<file path="src/rtl/stream_mux_rr.sv">
// stream_mux_rr
//   N_CH-input, DATA_W-bit streaming multiplexer with one registered output
//   stage. The source channel is picked either by a fixed index (mode = 0)
//   or by a round-robin scan that starts at a rotating pointer (mode = 1).
//   Every input and the output use valid/ready handshakes.
//
// Ports
//   clk        rising-edge clock
//   rst        asynchronous, active-high reset
//   en         arbitration enable; 0 blocks new grants
//   mode       0 = fixed select by sel, 1 = round-robin
//   sel        channel index used in fixed-select mode
//   in_data    channel k at bits [k*DATA_W +: DATA_W]
//   in_valid   per-channel valid
//   in_ready   per-channel ready, one-hot or zero (combinational)
//   out_data   registered output data
//   out_ch     index of the channel that produced out_data
//   out_valid  output register holds a beat
//   out_ready  consumer accepts the held beat

module stream_mux_rr #(
    parameter int N_CH   = 8,
    parameter int DATA_W = 8,
    parameter int SEL_W  = $clog2(N_CH)
) (
    input  logic                   clk,
    input  logic                   rst,
    input  logic                   en,
    input  logic                   mode,
    input  logic [SEL_W-1:0]       sel,
    input  logic [N_CH*DATA_W-1:0] in_data,
    input  logic [N_CH-1:0]        in_valid,
    output logic [N_CH-1:0]        in_ready,
    output logic [DATA_W-1:0]      out_data,
    output logic [SEL_W-1:0]       out_ch,
    output logic                   out_valid,
    input  logic                   out_ready
);

    logic [SEL_W-1:0]  ptr;
    logic [SEL_W-1:0]  cand;
    logic              cand_found;
    logic [DATA_W-1:0] cand_data;
    logic [SEL_W:0]    scan;
    logic              free;
    logic              load;
    logic [SEL_W-1:0]  ptr_next;

    // The slot can take a new beat when empty or when the held beat leaves
    // this same cycle, which gives back-to-back transfers with no bubble.
    assign free = !out_valid || out_ready;

    // Candidate selection.
    always_comb begin
        // NOTE: every variable gets a default before any branch so the
        // combinational block can never infer a latch.
        cand       = '0;
        cand_found = 1'b0;
        scan       = '0;
        if (!mode) begin
            // An index past the last channel (N_CH not a power of two)
            // never grants.
            if (({1'b0, sel} < (SEL_W+1)'(N_CH)) && in_valid[sel]) begin
                cand       = sel;
                cand_found = 1'b1;
            end
        end else begin
            // Scan ptr, ptr+1, ... wrapping modulo N_CH; first valid wins.
            for (int i = 0; i < N_CH; i++) begin
                scan = {1'b0, ptr} + (SEL_W+1)'(i);
                if (scan >= (SEL_W+1)'(N_CH))
                    scan = scan - (SEL_W+1)'(N_CH);
                if (!cand_found && in_valid[scan[SEL_W-1:0]]) begin
                    cand       = scan[SEL_W-1:0];
                    cand_found = 1'b1;
                end
            end
        end
    end

    // Data of the winning channel.
    always_comb begin
        cand_data = '0;
        for (int k = 0; k < N_CH; k++) begin
            if (cand == SEL_W'(k))
                cand_data = in_data[k*DATA_W +: DATA_W];
        end
    end

    // rst is folded in so no input sees ready while reset is held.
    assign load = !rst && en && free && cand_found;

    always_comb begin
        in_ready = '0;
        if (load)
            in_ready[cand] = 1'b1;
    end

    assign ptr_next = (cand == SEL_W'(N_CH-1)) ? '0 : cand + SEL_W'(1);

    // Output register and round-robin pointer. The FULL/EMPTY state is
    // simply out_valid.
    always_ff @(posedge clk or posedge rst) begin
        if (rst) begin
            // NOTE: only this handful of control/data flops exists, so all
            // of it is reset; a held beat is discarded on reset.
            out_valid <= 1'b0;
            out_data  <= '0;
            out_ch    <= '0;
            ptr       <= '0;
        end else begin
            // NOTE: non-blocking assignments keep every flop updating from
            // the pre-edge values, whatever the statement order.
            if (load) begin
                out_valid <= 1'b1;
                out_data  <= cand_data;
                out_ch    <= cand;
                ptr       <= ptr_next;
            end else if (out_ready) begin
                // Beat accepted (or slot already empty) and nothing new:
                // drop valid, keep data/channel as they were.
                out_valid <= 1'b0;
            end
        end
    end

endmodule

</file>
<file path="config.mk">
export PLATFORM = sky130hd
export DESIGN_NAME = stream_mux_rr
export DESIGN_NICKNAME = d
export VERILOG_FILES = /design/src/rtl/stream_mux_rr.sv
export SDC_FILE = /design/constraint.sdc
export NUM_CORES = 1
export LEC_CHECK = 0
export BUFFER_PORTS_ARGS = -buffer_cell sky130_fd_sc_hd__buf_2
export CORE_MARGIN = 4
export CORE_UTILIZATION = 53
export CTS_CLUSTER_SIZE = 12
export DETAILED_ROUTE_END_ITERATION = 10
export GPL_ROUTABILITY_DRIVEN = 0
export PLACE_DENSITY = 0.93
export SLEW_MARGIN = 30
export SYNTH_ARGS = -nofsm -noshare
export SYNTH_HDL_FRONTEND = slang
export SYNTH_SLANG_ARGS = --single-unit
</file>
<file path="constraint.sdc">
create_clock -name clk -period 9.1 [get_ports clk]
set_input_delay 0.455 -clock clk [delete_from_list [all_inputs] [get_ports clk]]
set_output_delay 0.455 -clock clk [all_outputs]
set_load 0.02 [all_outputs]
</file>
==> metrics list <==
* Clock Root Buffer: sky130_fd_sc_hd__clkbuf_8
- Entering global routing, the biggest net connects 33 pins.
* Overall die height: 75.43 um
* Arrival @ worst endpoint: 6.28 ns
- Final setup vio count: 0
* CP max stage delay: 0.73 ns
- Core box area: 0.004384 mm^2
- Total via count in the routed design: 2,795
- At the pin with the least slew margin, the transition time is 0.6533 ns.
- NetSw: 0.0006081 W
- In the routed design, unresolved DRC markers number 0.
- The first global-routing pass estimated 11,630 um of wire.
- Horizontal die dimension: 75.43 um
- For the worst flop-to-flop path, the logic depth is 17.
* Area added between synthesis and finish: 17.76%
* Post-synth design cell area: 0.002410 mm^2
- Dividing the synthesized area by the synthesized cell count gives 8.169 um^2.
* Count of buffers from port buffering: 99
- Cell mode on critical path: sky130_fd_sc_hd__ha_1
- Fraction of layout instances using a drive strength above 1: 34.67%
- Across the run, the number of max-cap violations was 0.
- After technology mapping, the gate count stands at 295.
* Slew Limit Headroom: 56.24%
- The max-slew violation count is 0.
- The clock reaches the later pin of the worst-skew pair after 0.25 ns.
* Max Root-Sink Buffers: 2
- Once routing completed, OpenROAD measured the worst setup slack at 2.971 ns.
* Synth top area cells: sky130_fd_sc_hd__dfrtp_1 16%, sky130_fd_sc_hd__mux4_1 7.6%, sky130_fd_sc_hd__mux4_2 6.5%
- For the final routed database, the setup TNS stands at 0 ns.
- Global routing finished with a remaining overflow of 0.
- Crit path time final: 6.129 ns
- sky130_fd_sc_hd__dfrtp_1 takes more of the synthesized area than any other cell.
- Effective utilization at floorplan: 54.97%
- After detailed routing, the total wire length is 7502 um.
- F_max: 163.1 MHz
* Sum of internal, switching and leakage power: 0.001100 W
- In this run the worst setup path terminates at out_data[6].
- Post-CTS repair changed the size of 0 cells.
- Summing the areas of all and, or, nand and nor instances in the mapped netlist gives 16.77% of the synthesized area.
- Share of flip-flops with an asynchronous set or reset: 100.0%
* Worst hold-check path type: primary input to asynchronous set/reset pin
- For this run, the leading register cell type out of synthesis is sky130_fd_sc_hd__dfrtp_1.
- Crit Reg-Reg Startpoint: ptr[0]
* Sw frac: 55.30%
- Combinational cells account for 81.9% of the total power.
- Largest fanout of any net on the critical path: 19
- The worst register-to-register path has a setup slack of 2.97 ns.
- After Yosys synthesis, full adders, half adders and majority gates account for 3.634% of the synthesized area.
- TritonCTS built the clock tree.
- Number of standard-cell rows in the floorplan: 24
- The first detailed-routing pass took 5 iterations.
- Type of origin of the critical path: register
- Number of library cell types mapped by synthesis: 56
- Total GRT Usage: 26.05%
* Count of clock tree sinks: 15
- Total of flip-flops plus latches after synthesis: 15
- Worst-case clock skew: 0.001748 ns
- Final hold analysis gives a worst-case slack of 0.2703 ns.
- The number of clock buffers added by TritonCTS is 3.
* Crit path max-delay cell type: sky130_fd_sc_hd__dfrtp_1
* Post-synthesis net count: 382
- Dividing the detail-routed via count by the number of cells gives 6.546.
- Sequential cells were found to cover 15.58% of the synthesized design area.
- Number of global-route vias before repair: 2,595
* Internal power of the cells: 0.0004915 W
- The floorplan step defined a die boundary enclosing 0.005690 mm^2.
- Summing the areas of all xor and xnor instances in the mapped netlist gives 1.454% of the synthesized area.
- The detail route stage leaves a number of antenna-violating nets equal to 0.
- STA puts the critical path data required time at 9.25 ns.
- Total inserted antenna cells: 0
- Crit-path cells: inv_1, ha_1, mux4_1, mux2_2, mux2i_1, a21oi_1, o221a_2, o211a_1, nor2_1, ha_1, ha_1, nand2_1, nor2_1, a21oi_1, a2111oi_0, nor3_1, o31ai_1
* RSZ-0062 raised after global routing: false
- The synthesized design devotes to its leading area cell type 15.58% of total area.
- Count of boundary I/O pins: 100
- The HPWL after detailed placement is 5758 um.
- Worst setup path startpoint: ptr[0]
- Capture point of the worst reg-to-reg path: out_data[6]
- Cell with the most instances after synthesis: sky130_fd_sc_hd__nor2_1
* YS warnings: 0
- P per Cell Area: 387.5 mW/mm^2
- Worst setup path class: register to register
* Critical Path End Type: register
- Run status: completed
- Post-Place Setup Slack: 3.088 ns
- Dominant combinational cell family by area after synthesis: compound AO/OA/AOI/OAI gates
- The portion of synthesized area spent on multiplexers is 22.07%.
* Setup Buffers After CTS: 0
- Number of synthesized flops with an enable pin: 0
- Initial antenna violation count: 0
- Nets@finish: 463
* Number of DRC violations after detailed-routing iteration 0: 310
- Deepest level of the CTS H-tree: 1
- Share of total power in sequential cells: 13.1%
* Leading cell types by count after synthesis: 42 x sky130_fd_sc_hd__nor2_1, 29 x sky130_fd_sc_hd__a21oi_1, 25 x sky130_fd_sc_hd__nand2_1, 16 x sky130_fd_sc_hd__inv_1
- Average wire per cell in the routed design: 17.57 um
* Post-synthesis compound-gate area fraction: 29.85%
- Dividing the final minimum period by the clock period gives 67.36%.
* Fraction of power consumed by the clock network: 5.0%
- Worst IR Drop VDD: 0.1951 mV
- Static leakage: 1.338 nW
* Final Hold Viols: 0
- Buffers inserted to repair hold after CTS numbered 0.
- After clock tree synthesis, the clock-pin slew on the worst setup and hold paths is 0.06 ns.
critical path: cells and delay by family, from the launching register on:
kind	cells	cell delay (ns)
mux	3	1.18
compound gates	6	1.29
buf+inv	1	0.19
simple gates	4	0.74
flops	1	0.73
fa+ha+maj	3	1.89
area by class of cell:
cell class / count / area (um^2)
Clock inverter: 1 / 5.005
Multi-Input combinational cell: 238 / 1780
Inverter: 18 / 67.56
Fill cell: 357 / 1546
Sequential cell: 15 / 375.4
Clock buffer: 3 / 41.29
Timing Repair Buffer: 100 / 503.0
Tap cell: 52 / 65.06
power by group through the flow:
stage	Sequential (W)	Clock (W)	Combinational [W]
6_report	0.000144	0.0000551	0.000900
5_1_grt	0.000150	0.0000576	0.000977
4_1_cts	0.000144	0.0000549	0.000876
3_5_place_dp	0.000143	0	0.000867
3_3_place_gp	0.000143	0	0.000847
2_1_floorplan	0.000145	0	0.000738
registers in the layout, indices dropped and copies added, names as in the netlist:
name / flops
out_ch: 3
ptr: 3
out_valid: 1
out_data: 8
stage by stage:
stage | cells | area, um^2 | utilization, %
floorplan | 295 | 2410 | -
global placement | 423 | 2789 | 63.61
detailed placement | 423 | 2789 | 63.61
CTS | 427 | 2835 | 64.67
global route | 427 | 2838 | 64.73
finish | 427 | 2838 | 64.73
how the worst min path moves through the flow:
stage / to / from
2_1_floorplan: out_ch[0] / rst
3_3_place_gp: out_ch[0] / out_ch[0]
3_5_place_dp: out_data[4] / out_data[4]
4_1_cts: out_data[0] / rst
5_1_grt: out_data[5] / rst
6_report: out_data[0] / rst
cells in the final DEF (no fill, tap or decap), types with 2 or more instances in the layout:
| master | n |
|---|---|
| sky130_fd_sc_hd__o21ai_0 | 14 |
| sky130_fd_sc_hd__a211o_1 | 2 |
| sky130_fd_sc_hd__mux4_2 | 7 |
| sky130_fd_sc_hd__xnor2_1 | 2 |
| sky130_fd_sc_hd__a41o_2 | 2 |
| sky130_fd_sc_hd__clkbuf_8 | 3 |
| sky130_fd_sc_hd__nand2_1 | 25 |
| sky130_fd_sc_hd__a221oi_1 | 4 |
| sky130_fd_sc_hd__mux4_1 | 7 |
| sky130_fd_sc_hd__nor2b_1 | 2 |
| sky130_fd_sc_hd__nor2_1 | 42 |
| sky130_fd_sc_hd__a22o_1 | 2 |
| sky130_fd_sc_hd__o32a_1 | 3 |
| sky130_fd_sc_hd__o31ai_1 | 4 |
| sky130_fd_sc_hd__nand3_1 | 7 |
| sky130_fd_sc_hd__a31oi_1 | 4 |
| sky130_fd_sc_hd__o221ai_1 | 4 |
| sky130_fd_sc_hd__mux2_2 | 5 |
| sky130_fd_sc_hd__mux2i_1 | 12 |
| sky130_fd_sc_hd__ha_1 | 6 |
| sky130_fd_sc_hd__a22oi_1 | 15 |
| sky130_fd_sc_hd__nor3_1 | 3 |
| sky130_fd_sc_hd__nand2b_1 | 3 |
| sky130_fd_sc_hd__dfrtp_1 | 15 |
| sky130_fd_sc_hd__inv_2 | 2 |
| sky130_fd_sc_hd__buf_2 | 99 |
| sky130_fd_sc_hd__a21oi_1 | 29 |
| sky130_fd_sc_hd__a211oi_1 | 4 |
| sky130_fd_sc_hd__xor2_1 | 2 |
| sky130_fd_sc_hd__inv_1 | 16 |
| sky130_fd_sc_hd__or3_1 | 3 |
| sky130_fd_sc_hd__o22ai_1 | 5 |
per-layer routing:
layer / GRT usage (%) / wire length (um) / vias to the layer above
met5: 0 / 0 / -
met1: 34.93 / 2905 / 1294
li1: - / - / 1278
met4: 8.544 / 200 / 0
met3: 4.222 / 799 / 20
met2: 42.95 / 3596 / 203
cells by family (layout without fill, tap and decap cells):
kind of cell,Yosys count,count (layout)
compound gates,104,104
simple gates,91,91
buf+inv,42,122
mux,32,32
flops,15,15
fa+ha+maj,7,7
xor+xnor,4,4
Power figures use the tool's default switching activity.
